### src/rtl/alu_sched_16b.sv
// Micro-op issue sequencer for the 16-bit ALU/AGU datapath: reg/imm, load-op and RMW sequencing.
// Optional perf counters (perf_retired, perf_stall) are enabled by defining ALU_SCHED_PERF_EN.
module alu_sched_16b #(
    parameter int unsigned RF_AW = 3,
    parameter int unsigned IMM_W = 16
) (
    input  logic             clk,
    input  logic             rst_n,
    input  logic             uop_valid,
    output logic             uop_ready,
    input  logic [3:0]       uop_op,
    input  logic [1:0]       uop_mode,
    input  logic             uop_cin,
    input  logic             uop_sf_we,
    input  logic [RF_AW-1:0] uop_rd,
    input  logic [RF_AW-1:0] uop_ra,
    input  logic [RF_AW-1:0] uop_rb,
    input  logic [IMM_W-1:0] uop_imm,
    input  logic             sched_flush,
    output logic [3:0]       alu_f,
    output logic             carry_mask,
    output logic [IMM_W-1:0] sched_t16,
    output logic             sched_bypass_b,
    output logic [RF_AW-1:0] rf_ra_sel,
    output logic [RF_AW-1:0] rf_rb_sel,
    output logic             rf_we,
    output logic [RF_AW-1:0] rf_wsel,
    output logic             rf_sf_we,
    output logic             lsu_req,
    output logic             lsu_we,
    output logic             lsu_reuse_adr,
    input  logic             lsu_ack,
    input  logic [IMM_W-1:0] lsu_rdata,
`ifdef ALU_SCHED_PERF_EN
    output logic [15:0]      perf_retired,
    output logic [15:0]      perf_stall,
`endif
    output logic             sched_busy
);

    typedef enum logic [2:0] {StIdle, StExec, StAddr, StLdwait, StStore} state_e;

    state_e             state_q, state_d;
    logic [3:0]         op_q;
    logic [1:0]         mode_q;
    logic               cin_q;
    logic               sf_we_q;
    logic [RF_AW-1:0]   rd_q, ra_q, rb_q;
    logic [IMM_W-1:0]   imm_q;
    logic [IMM_W-1:0]   data_q;
    logic               abort_q, abort_d;
    logic               accept;
    logic               in_mem;

    assign accept = uop_valid & uop_ready;
    assign in_mem = (state_q == StLdwait) || (state_q == StStore);

    always_ff @(posedge clk or negedge rst_n) begin
        if (!rst_n) begin
            state_q <= StIdle;
            op_q    <= '0;
            mode_q  <= '0;
            cin_q   <= 1'b0;
            sf_we_q <= 1'b0;
            rd_q    <= '0;
            ra_q    <= '0;
            rb_q    <= '0;
            imm_q   <= '0;
            data_q  <= '0;
            abort_q <= 1'b0;
        end else begin
            state_q <= state_d;
            abort_q <= abort_d;
            if (accept) begin
                op_q    <= uop_op;
                mode_q  <= uop_mode;
                cin_q   <= uop_cin;
                sf_we_q <= uop_sf_we;
                rd_q    <= uop_rd;
                ra_q    <= uop_ra;
                rb_q    <= uop_rb;
                imm_q   <= uop_imm;
            end
            if (state_q == StLdwait && lsu_ack) begin
                data_q <= lsu_rdata;
            end
        end
    end

    always_comb begin
        state_d = state_q;
        abort_d = 1'b0;
        unique case (state_q)
            StIdle: begin
                if (accept) state_d = uop_mode[1] ? StAddr : StExec;
            end
            StExec: begin
                if (sched_flush)         state_d = StIdle;
                else if (mode_q == 2'b11) state_d = StStore;
                else if (accept)          state_d = uop_mode[1] ? StAddr : StExec;
                else                      state_d = StIdle;
            end
            StAddr: begin
                state_d = sched_flush ? StIdle : StLdwait;
            end
            StLdwait: begin
                // A flush here cannot withdraw the request; it only drops the writeback.
                abort_d = (abort_q | sched_flush) & ~lsu_ack;
                if (lsu_ack) state_d = (abort_q | sched_flush) ? StIdle : StExec;
            end
            StStore: begin
                abort_d = (abort_q | sched_flush) & ~lsu_ack;
                if (lsu_ack) state_d = StIdle;
            end
            default: state_d = StIdle;
        endcase
    end

    always_comb begin
        uop_ready      = 1'b0;
        alu_f          = '0;
        carry_mask     = 1'b0;
        sched_t16      = '0;
        sched_bypass_b = 1'b0;
        rf_ra_sel      = '0;
        rf_rb_sel      = '0;
        rf_we          = 1'b0;
        rf_wsel        = '0;
        rf_sf_we       = 1'b0;
        lsu_req        = 1'b0;
        lsu_we         = 1'b0;
        lsu_reuse_adr  = 1'b0;
        sched_busy     = (state_q != StIdle);
        unique case (state_q)
            StIdle: begin
                uop_ready = rst_n;
            end
            StExec, StStore: begin
                alu_f          = op_q;
                carry_mask     = cin_q;
                rf_ra_sel      = ra_q;
                rf_rb_sel      = rb_q;
                sched_bypass_b = (mode_q != 2'b00);
                sched_t16      = mode_q[1] ? data_q : imm_q;
                if (state_q == StExec) begin
                    uop_ready = (mode_q != 2'b11) & ~sched_flush;
                    rf_we     = (mode_q != 2'b11) & ~sched_flush;
                    rf_wsel   = rd_q;
                    rf_sf_we  = sf_we_q & ~sched_flush;
                end else begin
                    lsu_req       = 1'b1;
                    lsu_we        = 1'b1;
                    lsu_reuse_adr = 1'b1;
                end
            end
            StAddr, StLdwait: begin
                // AGU forms rf_a + imm for the load address.
                alu_f          = op_q;
                rf_ra_sel      = ra_q;
                sched_t16      = imm_q;
                sched_bypass_b = 1'b1;
                lsu_req        = (state_q == StLdwait) | ~sched_flush;
            end
            default: ;
        endcase
    end

`ifdef ALU_SCHED_PERF_EN
    logic retire;
    logic stall;

    assign retire = (state_q == StExec && mode_q != 2'b11 && !sched_flush) ||
                    (state_q == StStore && lsu_ack && !abort_q && !sched_flush);
    assign stall  = in_mem & ~lsu_ack;

    always_ff @(posedge clk or negedge rst_n) begin
        if (!rst_n) begin
            perf_retired <= '0;
            perf_stall   <= '0;
        end else begin
            if (retire) perf_retired <= perf_retired + 16'd1;
            if (stall)  perf_stall   <= perf_stall + 16'd1;
        end
    end
`else
    logic unused_in_mem;
    assign unused_in_mem = in_mem;
`endif

endmodule

### config.mk
export PLATFORM = sky130hd
export DESIGN_NAME = alu_sched_16b
export DESIGN_NICKNAME = d
export VERILOG_FILES = /design/src/rtl/alu_sched_16b.sv
export SDC_FILE = /design/constraint.sdc
export NUM_CORES = 1
export LEC_CHECK = 0
export ABC_CLOCK_PERIOD_IN_PS = 2900
export BUFFER_PORTS_ARGS = -buffer_cell sky130_fd_sc_hd__buf_4
export CAP_MARGIN = 20
export CORE_ASPECT_RATIO = 1.1
export CORE_UTILIZATION = 44
export CTS_CLUSTER_DIAMETER = 150
export DETAILED_ROUTE_END_ITERATION = 6
export PLACE_DENSITY = 0.73
export SYNTH_ARGS = -nofsm -noshare
export SYNTH_HDL_FRONTEND = slang
export SYNTH_SLANG_ARGS = --single-unit
### constraint.sdc
create_clock -name clk -period 2.9 [get_ports clk]
set_clock_uncertainty 0.2 [all_clocks]
set_input_delay 0.87 -clock clk [delete_from_list [all_inputs] [get_ports clk]]
set_output_delay 0.87 -clock clk [all_outputs]
set_load 0.02 [all_outputs]
==> results.json <==
{
  "period_minus_slack_ns": 2.795,
  "die-area_mm2": 0.005958,
  "yosys_warnings": 0,
  "start_util": 0.4581,
  "wl_per_cell_um": 15.76,
  "yosysUniqueCellTypes": 34,
  "synth_top_cell_by_area": "dfrtp_1",
  "worst_hold_slack_ns": 0.1646,
  "cp-end-kind": "output pin",
  "layout.nets": 355,
  "ir_drop_uv": 607.7,
  "h-tree-depth": 2,
  "clk_path_buf_depth": 2,
  "crit_path_top_delay_cell": "dfrtp_1",
  "grt_pass1_vias": 1934,
  "drc": 0,
  "layout-drive-gt1-share": 0.5894,
  "n_antenna_cell": 0,
  "via_count": 1929,
  "syn_avg_cell_area_um2": 12.96,
  "criticalPathCategory": "flop to output pin",
  "port_buffers": 91,
  "hold_path_class": "primary input to async pin",
  "synthFlopType": "dfrtp_1",
  "area_growth_pct": 41.45,
  "reg2reg_from": "state_q[2]",
  "cp_cell_sequence": "buf_6 > a21oi_1 > o22ai_4 > buf_6 > a22o_1 > buf_6",
  "gr-usage-all-layers": 0.2057,
  "setup_viol": 0,
  "worstSkewPairLatency_ns": 0.30,
  "worst_slew_pin_slew_ns": 0.6209,
  "cp.arrival_ns": 1.72,
  "drt_pass1_iterations": 6,
  "cts_buffers": 5,
  "netlist.area_leader.share": 0.5332,
  "yosysSeqAreaShare": 0.5332,
  "synth-seq-cells": 53,
  "p_per_area_mw_per_mm2": 1154,
  "reg2reg_slack_ns": 0.71,
  "netlist_instances": 192,
  "startpoint_type": "flop",
  "path_max_fanout": 11,
  "crit_path_start": "state_q[0]",
  "placed_area_mm2": 0.003288,
  "maxCapViolCount": 0,
  "ys_top_cells_by_area": "dfrtp_1 53%, mux2_2 22%, a22o_1 6.0%",
  "grt_max_degree": 51,
  "cts.sinks": 53,
  "fmax_mhz": 357.8,
  "synth_edf_count": 0,
  "core_mm2": 0.005430,
  "cts_tree": "done",
  "finalMaxSlewViolations": 0,
  "clk_pin_slew_ns": 0.09,
  "final_antenna_net_count": 0,
  "cts-root-buf": "clkbuf_8",
  "grt_overflow": 0,
  "dieWidth_um": 73.69,
  "outcome": "complete, no violations",
  "grt_pass1_wl_um": 9142,
  "finish.instance_area_mm2": 0.003518,
  "setup.worst_path.end": "sched_t16[3]",
  "r2r-end": "imm_q[3]",
  "routed_wl_um": 5940,
  "drtIter0Drc": 105,
  "synth_most_common_cell": "dfrtp_1",
  "placementRows": 28,
  "final_util": 0.6479,
  "slew_headroom": 0.5861,
  "synth_commonest_cells": "53 x dfrtp_1, 48 x mux2_2, 17 x a22o_1",
  "antenna_found_initial": 0,
  "dp_hpwl_um": 4031,
  "fin_crit_sh": 0.9637,
  "die_y_um": 80.86,
  "place_congestion": 0.8046,
  "synth-async-reset-ratio": 1.000,
  "p_total_w": 0.004061,
  "vias_per_cell": 5.117,
  "r2r_cells": 7,
  "hold_violations": 0,
  "synthesis.area_mm2": 0.002487,
  "leakagePower_nw": 1.692,
  "cp_common_cell": "buf_6",
  "cpPeakStageDelay_ns": 0.41,
  "ios": 92,
  "syn-num-nets": 246,
  "crit_required_ns": 1.83
}
cell type report:
| cell class | instances | area, µm² |
|---|---|---|
| fillers | 442 | 1912 |
| flip-flops and latches | 53 | 1326 |
| multi-input cells | 123 | 1101 |
| repair buffers | 112 | 884.6 |
| well taps | 75 | 93.84 |
| clock buffers | 5 | 68.82 |
| inverters | 6 | 22.52 |
| clock inverters | 3 | 21.27 |
critical path, delay by kind of cell, from the launching register on:
kind	cells	cell delay, ns
buffers and inverters	3	0.43
DFF	1	0.41
AOI/OAI and AO/OA	3	0.57
logic make-up (layout without fill, tap and decap cells):
kind of cell	after synthesis	count (layout)	synth area share
buffers and inverters	16	126	0.03773
multiplexers	49	49	0.2218
XOR/XNOR	2	2	0.007044
AO/OA/AOI/OAI	33	33	0.1102
AND/OR/NAND/NOR	39	39	0.09005
flip-flops	53	53	0.5332
flip-flops by register name (all words and copies together) (netlist names):
register	count
data_q	16
sf_we_q	1
ra_q	3
abort_q	1
op_q	4
state_q	3
rb_q	3
rd_q	3
imm_q	16
cin_q	1
mode_q	2
layer usage:
layer,track usage,share of wire,routed length (µm),up-vias
li1,-,-,-,911
met1,0.2532,0.40,2374,960
met2,0.3404,0.53,3133,56
met3,0.07444,0.068,405,2
met4,0.05577,0.0045,27,0
met5,0,0,0,-
through the flow:
step	instances	setup TNS, ns	setup slack, ns
after floorplan	192	0	0.001805
after global placement	359	0	0.05240
after detailed placement	359	-0.01791	-0.007748
after CTS	369	0	0.02978
after global routing	377	-0.004972	-0.004972
final	377	0	0.1052
how the worst min path moves through the flow:
| stage | slack, ns | endpoint |
|---|---|---|
| 6_report | 0.16 | mode_q[1] |
| 5_1_grt | 0.14 | mode_q[1] |
| 4_1_cts | 0.15 | mode_q[1] |
| 3_5_place_dp | 0.28 | ra_q[2] |
| 3_3_place_gp | 0.26 | ra_q[2] |
| 2_1_floorplan | 0.25 | ra_q[2] |
power breakdown:
group / internal, W / switching [W]
Sequential: 0.00110 / 0.000187
Clock: 0.000172 / 0.000242
Combinational: 0.00123 / 0.00114
Total: 0.00250 / 0.00156
layout by cell type, fill, tap and decap left out:
cell type / count
o22ai_4: 2
and3_1: 3
o21ai_0: 1
nand3b_1: 1
mux2_2: 48
a21oi_1: 5
or3_4: 1
nor2_4: 1
a211oi_1: 1
a21oi_2: 1
nor2_1: 7
o31ai_1: 1
a41oi_1: 1
nor2b_1: 1
inv_1: 6
buf_4: 105
o311ai_0: 1
and2b_2: 1
clkinv_2: 1
nor3_4: 1
nand2_4: 1
nand2_1: 5
clkbuf_8: 5
mux2_1: 1
a22o_1: 17
buf_12: 2
nand3_1: 1
inv_6: 1
o21bai_1: 1
or2_2: 1
xnor2_1: 2
clkinvlp_4: 1
and2_1: 12
o2bb2ai_1: 1
o32ai_1: 1
dfrtp_1: 53
nor3b_1: 1
nand4_1: 1
buf_6: 5
nand3_2: 1
what timing repair did:
item,in CTS,in global routing
pin swaps,2,3
cloned,1,0
gates resized for setup,9,5
hold buffers,0,0
setup buffers,1,8
endpoints found under the hold margin,0,0
endpoints found under the setup margin,16,17
No activity file was read; power rests on OpenSTA's default activity.
